## src/rtl/regfile_wb_arbiter_if.sv

```systemverilog
`default_nettype none
// ============================================================================
// Module      : regfile_wb_arbiter_if
// Description : Write-back request, status and register-file write bus.
// Revision    : 1.0
// ============================================================================
interface regfile_wb_arbiter_if #(
    parameter int DATA_W = 32,
    parameter int ADDR_W = 5
);
    logic              AluValid;
    logic [ADDR_W-1:0] AluReg;
    logic [DATA_W-1:0] AluData;
    logic              AluReady;
    logic              MemValid;
    logic [ADDR_W-1:0] MemReg;
    logic [DATA_W-1:0] MemData;
    logic              MemReady;
    logic              ClearReq;
    logic              Busy;
    logic              ZeroDrop;
    logic [ADDR_W-1:0] WriteRegister;
    logic [DATA_W-1:0] WriteData;
    logic              RegWrite;

    modport master (
        output AluValid, AluReg, AluData, MemValid, MemReg, MemData, ClearReq,
        input  AluReady, MemReady, Busy, ZeroDrop, WriteRegister, WriteData, RegWrite
    );

    modport slave (
        input  AluValid, AluReg, AluData, MemValid, MemReg, MemData, ClearReq,
        output AluReady, MemReady, Busy, ZeroDrop, WriteRegister, WriteData, RegWrite
    );
endinterface
`default_nettype wire

```

## src/rtl/regfile_wb_arbiter.sv

```systemverilog
`default_nettype none
// ============================================================================
// Module      : regfile_wb_arbiter
// Description : Register-file write-port controller: clear sequence plus
//               round-robin ALU/load write-back arbitration.
// Revision    : 1.0
// ============================================================================
module regfile_wb_arbiter #(
    parameter int DATA_W   = 32,
    parameter int ADDR_W   = 5,
    parameter int NUM_REGS = 32
) (
    input  wire logic                 Clk,
    input  wire logic                 Rst_n,
    regfile_wb_arbiter_if.slave       bus
);
    localparam logic [ADDR_W-1:0] c_LAST_IDX = ADDR_W'(NUM_REGS - 1);
    localparam logic [ADDR_W-1:0] c_ONE      = ADDR_W'(1);

    typedef enum logic [0:0] {
        CLEAR = 1'b0,
        RUN   = 1'b1
    } state_t;

    state_t            r_state;
    logic [ADDR_W-1:0] r_clrIdx;
    logic              r_prio;      // 0: ALU wins next contest, 1: load wins
    logic              r_regWrite;
    logic              r_zeroDrop;
    logic [ADDR_W-1:0] r_writeReg;
    logic [DATA_W-1:0] r_writeData;

    logic              w_aluGrant;
    logic              w_memGrant;
    logic              w_contested;
    logic [ADDR_W-1:0] w_xferReg;
    logic [DATA_W-1:0] w_xferData;

    always_comb begin
        w_aluGrant  = 1'b0;
        w_memGrant  = 1'b0;
        w_contested = 1'b0;
        if (r_state == RUN) begin
            if (bus.AluValid && bus.MemValid) begin
                w_contested = 1'b1;
                w_aluGrant  = !r_prio;
                w_memGrant  = r_prio;
            end else begin
                w_aluGrant  = bus.AluValid;
                w_memGrant  = bus.MemValid;
            end
        end
        w_xferReg  = w_memGrant ? bus.MemReg  : bus.AluReg;
        w_xferData = w_memGrant ? bus.MemData : bus.AluData;
    end

    always_ff @(posedge Clk or negedge Rst_n) begin
        if (!Rst_n) begin
            r_state     <= CLEAR;
            r_clrIdx    <= '0;
            r_prio      <= 1'b0;
            r_regWrite  <= 1'b0;
            r_zeroDrop  <= 1'b0;
            r_writeReg  <= '0;
            r_writeData <= '0;
        end else begin
            case (r_state)
                CLEAR: begin
                    r_regWrite  <= 1'b1;
                    r_zeroDrop  <= 1'b0;
                    r_writeReg  <= r_clrIdx;
                    r_writeData <= '0;
                    if (r_clrIdx == c_LAST_IDX) begin
                        r_state  <= RUN;
                        r_clrIdx <= '0;
                    end else begin
                        r_clrIdx <= r_clrIdx + c_ONE;
                    end
                end
                RUN: begin
                    if (w_aluGrant || w_memGrant) begin
                        // Writes to register 0 are consumed but never reach the file.
                        r_writeReg  <= w_xferReg;
                        r_writeData <= w_xferData;
                        r_regWrite  <= (w_xferReg != '0);
                        r_zeroDrop  <= (w_xferReg == '0);
                    end else begin
                        r_regWrite  <= 1'b0;
                        r_zeroDrop  <= 1'b0;
                    end
                    if (w_contested) begin
                        r_prio <= !r_prio;
                    end
                    if (bus.ClearReq) begin
                        r_state  <= CLEAR;
                        r_clrIdx <= '0;
                    end
                end
                default: begin
                    r_state <= CLEAR;
                end
            endcase
        end
    end

    assign bus.AluReady      = w_aluGrant;
    assign bus.MemReady      = w_memGrant;
    assign bus.Busy          = (r_state == CLEAR);
    assign bus.ZeroDrop      = r_zeroDrop;
    assign bus.WriteRegister = r_writeReg;
    assign bus.WriteData     = r_writeData;
    assign bus.RegWrite      = r_regWrite;
endmodule
`default_nettype wire

```

## src/flat_wrapper.sv

```systemverilog
// flat-port wrapper written by rule: the top's interface ports become plain ports
module regfile_wb_arbiter_flat 
#(
    parameter int DATA_W   = 32,
    parameter int ADDR_W   = 5,
    parameter int NUM_REGS = 32
)
  (Clk, Rst_n, bus_AluValid, bus_AluReg, bus_AluData, bus_MemValid, bus_MemReg, bus_MemData, bus_ClearReq, bus_AluReady, bus_MemReady, bus_Busy, bus_ZeroDrop, bus_WriteRegister, bus_WriteData, bus_RegWrite);
  regfile_wb_arbiter_if #(.DATA_W(DATA_W), .ADDR_W(ADDR_W)) bus_i ();
  input  wire logic Clk;
  input  wire logic Rst_n;
  input wire logic [$bits(bus_i.AluValid)-1:0] bus_AluValid;
  input wire logic [$bits(bus_i.AluReg)-1:0] bus_AluReg;
  input wire logic [$bits(bus_i.AluData)-1:0] bus_AluData;
  input wire logic [$bits(bus_i.MemValid)-1:0] bus_MemValid;
  input wire logic [$bits(bus_i.MemReg)-1:0] bus_MemReg;
  input wire logic [$bits(bus_i.MemData)-1:0] bus_MemData;
  input wire logic [$bits(bus_i.ClearReq)-1:0] bus_ClearReq;
  output wire logic [$bits(bus_i.AluReady)-1:0] bus_AluReady;
  output wire logic [$bits(bus_i.MemReady)-1:0] bus_MemReady;
  output wire logic [$bits(bus_i.Busy)-1:0] bus_Busy;
  output wire logic [$bits(bus_i.ZeroDrop)-1:0] bus_ZeroDrop;
  output wire logic [$bits(bus_i.WriteRegister)-1:0] bus_WriteRegister;
  output wire logic [$bits(bus_i.WriteData)-1:0] bus_WriteData;
  output wire logic [$bits(bus_i.RegWrite)-1:0] bus_RegWrite;
  assign bus_i.AluValid = bus_AluValid;
  assign bus_i.AluReg = bus_AluReg;
  assign bus_i.AluData = bus_AluData;
  assign bus_i.MemValid = bus_MemValid;
  assign bus_i.MemReg = bus_MemReg;
  assign bus_i.MemData = bus_MemData;
  assign bus_i.ClearReq = bus_ClearReq;
  assign bus_AluReady = bus_i.AluReady;
  assign bus_MemReady = bus_i.MemReady;
  assign bus_Busy = bus_i.Busy;
  assign bus_ZeroDrop = bus_i.ZeroDrop;
  assign bus_WriteRegister = bus_i.WriteRegister;
  assign bus_WriteData = bus_i.WriteData;
  assign bus_RegWrite = bus_i.RegWrite;
  regfile_wb_arbiter #(.DATA_W(DATA_W), .ADDR_W(ADDR_W), .NUM_REGS(NUM_REGS)) u_core (.Clk(Clk), .Rst_n(Rst_n), .bus(bus_i));
endmodule
```

## config.mk

```make
export PLATFORM = sky130hd
export DESIGN_NAME = regfile_wb_arbiter_flat
export DESIGN_NICKNAME = d
export VERILOG_FILES = /design/src/rtl/regfile_wb_arbiter_if.sv /design/src/rtl/regfile_wb_arbiter.sv /design/src/flat_wrapper.sv
export SDC_FILE = /design/constraint.sdc
export NUM_CORES = 1
export LEC_CHECK = 0
export BUFFER_PORTS_ARGS = -buffer_cell sky130_fd_sc_hd__buf_2
export CAP_MARGIN = 10
export CORE_MARGIN = 1.5
export CORE_UTILIZATION = 40
export DETAILED_ROUTE_END_ITERATION = 8
export PLACE_DENSITY = 0.76
export SYNTH_ARGS = -nofsm -noshare
export SYNTH_HDL_FRONTEND = slang
export SYNTH_SLANG_ARGS = --single-unit
export TNS_END_PERCENT = 1
```

## constraint.sdc

```tcl
create_clock -name Clk -period 1.5 [get_ports Clk]
set_input_delay 0.3 -clock Clk [delete_from_list [all_inputs] [get_ports Clk]]
set_output_delay 0.3 -clock Clk [all_outputs]
set_load 0.02 [all_outputs]
```

==> qor.yml, run 1 <==
status:
  status: "finished clean"
hold_path:
  min_to: "u_core.r_state$_DFF_PN0_"
  hold-path-cell-count: 2
  worstHoldStart: "bus_ClearReq"
  hp-class: "input pin to register"
detailed_routing:
  ant_nets: 0
  wl_um: 5790
  via_per_inst: 5.01
  drtIter0Drc: 94
  firstDrtPassIters: 4
  avgRoutedWirePerCell_um: 13.6
  drc: 0
  vias: 2130
sta:
  hold_viol: 0
  maxSlewHeadroom_pct: 81.8
  clock_skew_ps: 10.6
  slew_violations: 0
  rsz0062_at_grt: "yes"
  setup_viol: 0
  period_share_pct: 97.9
  fin_crit_ps: 1470
  fmax_mhz: 681
  tightest_slew_ps: 270
job:
  max_cap_violations: 0
floorplan:
  core.rowCount: 27
  fp.dieH_um: 77.9
  die_area_um2: 6060
  core_um2: 5470
  start_util_pct: 41.0
  io_pins: 121
  die_x_um: 77.9
placed_design:
  io_buffers: 120
  numPlacedInstances: 400
  gp_congestion: 0.746
  dp_hpwl_um: 3900
cts:
  cts_buffers: 5
  htreeDepth: 2
  root_buffer: "clkbuf_8"
  cts_sinks: 46
  insertion_delay_ps: 290
  cts_tree: "done"
  clk_pin_slew_ps: 90
  cts_buffer_depth: 2
critical_path:
  cp-start-kind: "register"
  critPathMaxFanout: 5
  critical_path_class: "register to primary output"
  r2r_slack_ps: 50
  worstPathRequired_ps: 1200
  r2r_cells: 4
  arrival_ps: 1170
  worstSetupEndpointType: "primary output"
  r2r-start: "u_core.r_state$_DFF_PN0_"
  r2r-end: "u_core.r_clrIdx[3]$_DFFE_PN0P_"
synth:
  synth_nets: 298
  synth_ff_type: "dfrtp_1"
  synth-async-reset-ratio_pct: 100
  synth_top_cells_by_area: "dfrtp_1 (51%), mux2i_1 (16%), nand3_1 (8.3%)"
  ys_seq_area_share_pct: 51.3
  synth-edff-count: 0
  syn_area_um2: 2240
  yosysUniqueCellTypes: 33
  yosysTopAreaCell: "dfrtp_1"
  avgSynthCellArea_um2: 10.3
  yosysTopAreaCellShare_pct: 51.3
  synth_common_cells: "dfrtp_1 (46), nand3_1 (37), mux2i_1 (36)"
  synth.ff_latch_count: 46
  netlist_instances: 217
  ys_warn_count: 0
  yosysMostFrequentCell: "dfrtp_1"
global_routing:
  antenna_found_initial: 0
  track_usage_pct: 18.3
  grt_pass1_vias: 2023
  grt_max_degree: 47
  grt-ovfl-total: 0
  grt_pass1_wl_um: 8810
final_layout:
  drive_above_1_share_pct: 46.2
  area_growth_pct: 50.4
  insertedDiodeCount: 0
  nets: 433
  final_cell_count_no_fill: 425
power_and_ir_drop:
  power_mw: 4.10
  powerDensity_nw_per_um2: 1220
  p_leak_nw: 1.95
  peakVddDrop_mv: 0.620
-- power by group --
part           switching, mW  leakage [nW]  total (mW)  internal, mW
registers              0.145         0.612        1.62          1.48
clock network          0.382        0.0482       0.754         0.372
logic                  0.883          1.29        1.72         0.840
-- cell families after synthesis --
| logic type | after synthesis | share of synthesized area (%) |
|---|---|---|
| compound gates | 54 | 14.0 |
| xor+xnor | 2 | 0.781 |
| fa+ha+maj | 2 | 1.12 |
| buf+inv | 23 | 4.58 |
| flops | 46 | 51.3 |
| mux | 36 | 16.1 |
| simple gates | 54 | 12.2 |
-- registers in the layout, indices dropped and copies added, names as in the netlist --
name	cells
u_core.bus.WriteData	32
u_core.bus.RegWrite	1
u_core.bus.ZeroDrop	1
u_core.bus.WriteRegister	5
u_core.r_clrIdx	5
u_core.r_state	1
u_core.r_prio	1
-- cell usage in the layout, fill, tap and decap left out, drive strengths merged --
master       count
buf            141
dfrtp           46
nand3           37
mux2i           36
o21ai           35
clkbuf           9
nor2             6
a21oi            6
inv              4
o22ai            3
nand2            3
clkinv           2
o221ai           2
o31ai            2
ha               2
bufbuf           2
nand2b           1
and3             1
nor4             1
nand4            1
or4              1
a31o             1
a31oi            1
a221oi           1
nor2b            1
and2             1
o41ai            1
xor2             1
o2bb2ai          1
or3              1
xnor2            1
a22o             1
dlygate4sd3      1
-- layer usage --
layer | GRT usage (%) | part of all wire (%)
met4 | 7.09 | 1.5
met2 | 33.4 | 52
met5 | 0 | 0
met1 | 21.0 | 41
met3 | 3.18 | 5.6
-- metrics by stage --
| step | hold slack [ps] | setup slack (ps) | utilization (%) | area, um^2 | TNS (ps) |
|---|---|---|---|---|---|
| CTS | 231 | -48.3 | 59.0 | 3230 | -71.3 |
| global route | 241 | -33.3 | 61.6 | 3370 | -132 |
| finish | 244 | 31.8 | 61.6 | 3370 | 0 |
| floorplan | 4.41 | 6.21 | - | 2250 | 0 |
| detailed placement | 307 | -169 | 55.1 | 3010 | -319 |
| global placement | 296 | -98.4 | 55.1 | 3010 | -186 |
-- worst max-delay path by stage --
stage | start | endpoint | slack [ps] | cells after the start
floorplan | u_core.r_prio$_DFFE_PN0P_ | u_core.bus.RegWrite$_DFF_PN0_ | 6 | 6
global placement | bus_AluReg[3] | u_core.bus.RegWrite$_DFF_PN0_ | -100 | 5
detailed placement | bus_AluReg[3] | u_core.bus.RegWrite$_DFF_PN0_ | -170 | 5
CTS | u_core.r_state$_DFF_PN0_ | bus_AluReady | -50 | 4
global route | u_core.r_state$_DFF_PN0_ | bus_AluReady | -30 | 4
finish | u_core.r_state$_DFF_PN0_ | bus_MemReady | 30 | 4
-- critical path: stages, from the launching register on --
cell and delay (ps):
dfrtp_2 470, buf_6 140, nand3_4 100, inv_4 50, buf_6 120
-- layout make-up --
class	instances	area, um^2
Clock inverter	1	5.00
Fill cell	490	2100
Sequential cell	46	1150
Clock buffer	7	86.3
Multi-Input combinational cell	148	1030
Timing Repair Buffer	146	982
Inverter	5	22.5
Tap cell	72	90.1
-- repair_timing --
item | CTS | global route
cloned | 2 | 2
pin swaps | 1 | 0
buffers inserted | 5 | 7
setup endpoints to repair | 3 | 40
hold buffers | 1 | 0
resized for setup | 5 | 12
hold endpoints to repair | 24 | 0
Note: power is estimated with default switching activity, not from simulation.
==> inputs of run 2 (changes only) <==
--- a/config.mk
+++ b/config.mk
@@ -5,12 +5,13 @@
 export SDC_FILE = /design/constraint.sdc
 export NUM_CORES = 1
 export LEC_CHECK = 0
+export ABC_AREA = 1
 export BUFFER_PORTS_ARGS = -buffer_cell sky130_fd_sc_hd__buf_2
 export CAP_MARGIN = 10
 export CORE_MARGIN = 1.5
 export CORE_UTILIZATION = 40
 export DETAILED_ROUTE_END_ITERATION = 8
-export PLACE_DENSITY = 0.76
+export PLACE_DENSITY = 0.75
 export SYNTH_ARGS = -nofsm -noshare
 export SYNTH_HDL_FRONTEND = slang
 export SYNTH_SLANG_ARGS = --single-unit
==> qor.yml, run 2 <==
status:
  status: "complete, but fails checks"
  failed_checks: "setup timing"
placed_design:
  gp_congestion: 0.835
  dp_hpwl_um: 4790
  place_ws_ps: 10.5
  io_buffers: 120
  place_area_um2: 3100
critical_path:
  worstPathRequired_ps: 1200
  r2r_slack_ps: 80
  r2r-start: "u_core.r_state$_DFF_PN0_"
  cpMostUsedCell: "buf_4"
  cp_slowest_cell: "dfrtp_1"
  path_cells: "buf_4 -> a211oi_2 -> buf_4"
  worstSetupEndpointType: "primary output"
  cp-start-kind: "register"
  arrival_ps: 1210
  max_stage_delay_ps: 410
  critPathMaxFanout: 2
  critical_path_class: "register to primary output"
  r2r-end: "u_core.bus.WriteRegister[3]$_DFFE_PN0P_"
  r2r_cells: 7
hold_path:
  hp-class: "input pin to register"
  worstHoldStart: "bus_AluData[10]"
  hold-path-cell-count: 3
  min_to: "u_core.bus.WriteData[10]$_DFFE_PN0P_"
final_layout:
  nets: 480
  fillers: 532
  drive_above_1_share_pct: 45.3
  final_common_cell: "buf_2"
  largest_reg_flops: 32
  layout_common_cells: "buf_2 (117), nor2_1 (67), nand2_1 (48)"
  insertedDiodeCount: 0
  area_growth_pct: 42.7
  stdcell_area_um2: 3330
synth:
  synth.ff_latch_count: 46
  syn_area_um2: 2330
  synth_nets: 343
  synth_xor_area_share_pct: 0.751
  yosysMostFrequentCell: "nor2_1"
  ys_warn_count: 0
  synth_compound_area_share_pct: 20.1
  synth_top_family_by_area: "simple AND/OR/NAND/NOR gates"
  yosysUniqueCellTypes: 28
  avgSynthCellArea_um2: 8.91
  synthAdderAreaFrac_pct: 1.07
  synth-async-reset-ratio_pct: 100
  netlist_instances: 262
  synthMuxAreaShare_pct: 0
  yosysTopAreaCell: "dfrtp_1"
  synth-edff-count: 0
  synth-simple-area-share_pct: 21.9
  yosysTopAreaCellShare_pct: 49.3
  synth_common_cells: "nor2_1 (67), nand2_1 (48), dfrtp_1 (46)"
  ys_seq_area_share_pct: 49.3
  synth_top_cells_by_area: "dfrtp_1 (49%), nor2_1 (11%), o31ai_2 (11%)"
  synth_ff_type: "dfrtp_1"
global_routing:
  grt_max_degree: 24
  grt-ovfl-total: 0
  track_usage_pct: 20.7
  antenna_found_initial: 0
  grt_pass1_vias: 2196
  grt_pass1_wl_um: 10100
detailed_routing:
  via_per_inst: 4.91
  ant_nets: 0
  drtIter0Drc: 80
  wl_um: 6520
  firstDrtPassIters: 4
  avgRoutedWirePerCell_um: 13.8
  drc: 0
  vias: 2319
floorplan:
  core.rowCount: 27
  fp.dieH_um: 79.4
  die_x_um: 79.4
  start_util_pct: 41.9
  core_um2: 5570
  io_pins: 121
  die_area_um2: 6300
sta:
  maxSlewHeadroom_pct: 76.4
  period_share_pct: 101
  worst_slack_ps: -11.8
  setup_viol: 1
  fmax_mhz: 661
  slew_violations: 0
  clock_skew_ps: 2.21
  tightest_slew_ps: 355
  hold_viol: 0
  rsz0062_at_grt: "yes"
  fin_crit_ps: 1510
power_and_ir_drop:
  peakVddDrop_mv: 0.781
  p_leak_nw: 1.82
  powerDensity_nw_per_um2: 1200
job:
  max_cap_violations: 0
cts:
  insertion_delay_ps: 290
  cts_buffer_depth: 2
  htreeDepth: 2
  cts_sinks: 46
  clk_pin_slew_ps: 80
  cts_buffers: 5
  cts_tree: "done"
  root_buffer: "clkbuf_8"
[run 2: changes by cell type after synthesis, sizes merged, moves of 12 or more]
cell | previous run | this run
nand3 | 37 | 5
clkbuf | 13 | 1
o21ai | 35 | 10
inv | 4 | 17
o31ai | 2 | 32
nor2 | 6 | 67
mux2i | 36 | 0
nand2 | 3 | 50
[run 2: power breakdown]
group          switching, mW  internal, mW  total, mW
logic                  0.822         0.603       1.42
registers              0.172          1.48       1.66
clock network          0.404         0.499      0.903
[run 2: worst max-delay path: cells and delay by family, from the launching register on]
kind,cells,cell delay (ps)
flops,1,410
buf+inv,2,320
compound gates,1,190
[run 2: routing by layer]
metal / vias to the layer above / global-route usage [%] / share of wire [%]
li1: 1142 / - / -
met1: 1093 / 25.6 / 42
met2: 75 / 36.8 / 52
met3: 9 / 3.43 / 5.4
met4: 0 / 6.49 / 1.2
met5: - / 0 / 0
[run 2: area by class of cell]
class                           count  area, um^2  share of cell area, %
Tap cell                           72        90.1                   2.70
Timing Repair Buffer              145         856                   25.7
Multi-Input combinational cell    184        1060                   31.8
Clock inverter                      1        30.0                  0.902
Clock buffer                        7        76.3                   2.29
Sequential cell                    46        1150                   34.6
Inverter                           17        67.6                   2.03
[run 2: cells by family after synthesis]
logic type	after synthesis
DFF	46
buffers and inverters	32
and+or+nand+nor	127
adders and majority gates	2
AOI/OAI and AO/OA	53
xor gates and xnor gates	2
[run 2: repair_timing]
item	4_1_cts	5_1_grt
gates resized for setup	7	5
hold buffers	1	0
buffers inserted	4	4
setup endpoints to repair	4	24
endpoints found under the hold margin	9	0
pin swaps	2	1
[run 2: worst max-delay path by stage]
stage                                   start                                  end  slack [ps]
finish              u_core.r_prio$_DFFE_PN0P_                         bus_AluReady         -10
global route         u_core.r_state$_DFF_PN0_                         bus_AluReady         -70
detailed placement  u_core.r_prio$_DFFE_PN0P_  u_core.bus.WriteData[5]$_DFFE_PN0P_          10
global placement                 bus_MemValid  u_core.bus.WriteData[0]$_DFFE_PN0P_          80
floorplan            u_core.r_state$_DFF_PN0_                         bus_AluReady          70
CTS                  u_core.r_state$_DFF_PN0_                         bus_AluReady         -20
[run 2: metrics by stage]
stage / std cells / TNS (ps) / utilization [%] / total power [mW] / hold slack, ps
floorplan: 262 / 0 / - / 2.46 / 4.41
global placement: 455 / 0 / 55.7 / 2.94 / 200
detailed placement: 455 / 0 / 55.7 / 2.98 / 204
CTS: 468 / -15.8 / 58.9 / 3.97 / 284
global route: 472 / -169 / 59.8 / 4.23 / 295
finish: 472 / -11.8 / 59.8 / 3.98 / 292
==> inputs of run 3 (changes only) <==
--- a/config.mk
+++ b/config.mk
@@ -8,7 +8,7 @@
 export ABC_AREA = 1
 export BUFFER_PORTS_ARGS = -buffer_cell sky130_fd_sc_hd__buf_2
 export CAP_MARGIN = 10
-export CORE_MARGIN = 1.5
+export CORE_MARGIN = 10
 export CORE_UTILIZATION = 40
 export DETAILED_ROUTE_END_ITERATION = 8
 export PLACE_DENSITY = 0.75
==> qor.yml, run 3 (synthesized netlist as in run 2, its figures left out) <==
critical_path:
  cp_num_buf_inv: 2
  crit_family: "flip-flops"
  worstPathRequired_ps: 1200
  max_stage_delay_ps: 390
  path_cells: "buf_4 -> a211oi_2 -> buf_4"
  arrival_ps: 1160
  critical_path_class: "register to primary output"
  cp-start-kind: "register"
  cp_slowest_cell: "dfrtp_1"
  critPathMaxFanout: 2
  worstSetupEndpointType: "primary output"
  cpMostUsedCell: "buf_4"
power_and_ir_drop:
  powerDensity_nw_per_um2: 1170
  peakVddDrop_mv: 0.758
  power_mw: 3.81
  p_leak_nw: 1.79
cts:
  cts_buffer_depth: 2
  cts_sinks: 46
  root_buffer: "clkbuf_8"
  htreeDepth: 2
  clk_pin_slew_ps: 90
  cts_buffers: 5
  cts_tree: "done"
  insertion_delay_ps: 290
sta:
  whs_ps: 293
  maxSlewHeadroom_pct: 75.2
  fmax_mhz: 685
  clock_skew_ps: 6.42
  period_share_pct: 97.3
  fin_crit_ps: 1460
  slew_violations: 0
  tightest_slew_ps: 371
  hold_viol: 0
  setup_viol: 0
  rsz0062_at_grt: "yes"
hold_path:
  hp-class: "input pin to register"
placed_design:
  place_area_um2: 3080
  gp_congestion: 0.829
  numPlacedInstances: 452
  dp_hpwl_um: 5570
  io_buffers: 120
final_layout:
  largest_reg_flops: 32
  register_area_um2: 1150
  insertedDiodeCount: 0
  final_cell_count_no_fill: 466
  multi_input_comb_area_um2: 1050
  fillers: 509
  final_common_cell: "buf_2"
  layout_common_cells: "buf_2 (117), nor2_1 (67), nand2_1 (47)"
  nets: 474
  area_growth_pct: 39.1
  drive_above_1_share_pct: 44.7
  stdcell_area_um2: 3250
detailed_routing:
  firstDrtPassIters: 4
  wl_met1_um: 2870
  drc: 0
  drtIter0Drc: 137
  wl_um: 7130
  avgRoutedWirePerCell_um: 15.3
  topRoutingLayerUsed: "met4"
  via_per_inst: 4.88
  vias: 2273
  met2_length_um: 3520
  ant_nets: 0
  wl_met3_um: 623
global_routing:
  grt_pass1_wl_um: 10900
  grt_max_degree: 47
  track_usage_pct: 14.6
  antenna_found_initial: 0
  grt-ovfl-total: 0
  grt_pass1_vias: 2314
floorplan:
  io_pins: 121
  die_area_um2: 9290
  fp.dieH_um: 96.4
  die_x_um: 96.4
  core_um2: 5570
  core.rowCount: 27
  start_util_pct: 41.9
status:
  status: "finished clean"
job:
  max_cap_violations: 0
run 3: final timing paths:
| kind | startpoint | slack [ps] | cells past startpoint | endpoint |
|---|---|---|---|---|
| min in group asynchronous | Rst_n | 530 | 3 | u_core.bus.RegWrite$_DFF_PN0_ |
| max in group asynchronous | Rst_n | 750 | 3 | u_core.r_clrIdx[0]$_DFFE_PN0P_ |
| max | u_core.r_prio$_DFFE_PN0P_ | 40 | 3 | bus_AluReady |
| min | bus_AluData[9] | 290 | 3 | u_core.bus.WriteData[9]$_DFFE_PN0P_ |
| max reg2reg | u_core.r_clrIdx[0]$_DFFE_PN0P_ | 110 | 7 | u_core.r_clrIdx[2]$_DFFE_PN0P_ |
| min reg2reg | u_core.bus.WriteData[5]$_DFFE_PN0P_ | 480 | 2 | u_core.bus.WriteData[5]$_DFFE_PN0P_ |
run 3: through the flow:
step | worst slack, ps | setup TNS (ps) | util (%)
after floorplan | 65.9 | 0 | -
after global placement | 58.0 | 0 | 55.3
after detailed placement | -32.0 | -186 | 55.3
after CTS | -31.5 | -31.5 | 57.5
after global routing | -22.4 | -40.6 | 58.2
final | 39.8 | 0 | 58.2
run 3: area by class of cell:
class / instances / share of cell area [%]
Clock buffer: 7 / 2.66
Clock inverter: 1 / 0.154
Inverter: 17 / 2.04
Multi-Input combinational cell: 184 / 32.4
Sequential cell: 46 / 35.5
Tap cell: 72 / 2.77
Timing Repair Buffer: 139 / 24.5
run 3: power by group:
group | switching (mW) | internal [mW] | leakage, nW | total, mW
clock | 0.395 | 0.372 | 0.0482 | 0.767
sequential | 0.177 | 1.48 | 0.612 | 1.66
combinational | 0.806 | 0.577 | 1.13 | 1.38
run 3: metal layers:
metal	vias to the layer above	track usage, %
met2	98	25.3
met1	1043	17.0
met3	9	3.78
met4	0	5.08
li1	1123	-
met5	-	0
run 3: repair_timing:
action | in CTS | in global routing
resized for setup | 3 | 7
endpoints found under the setup margin | 2 | 6
setup buffers | 2 | 3
endpoints found under the hold margin | 46 | 0
pin swaps | 1 | 1
hold buffers | 1 | 0
run 3: worst register-to-register path: stages (launching register included):
cell     delay, ps
dfrtp_2        440
ha_1           220
nand2_1        100
nor2_1          50
ha_1           170
inv_1          110
nand3_1         90
o22ai_1        140
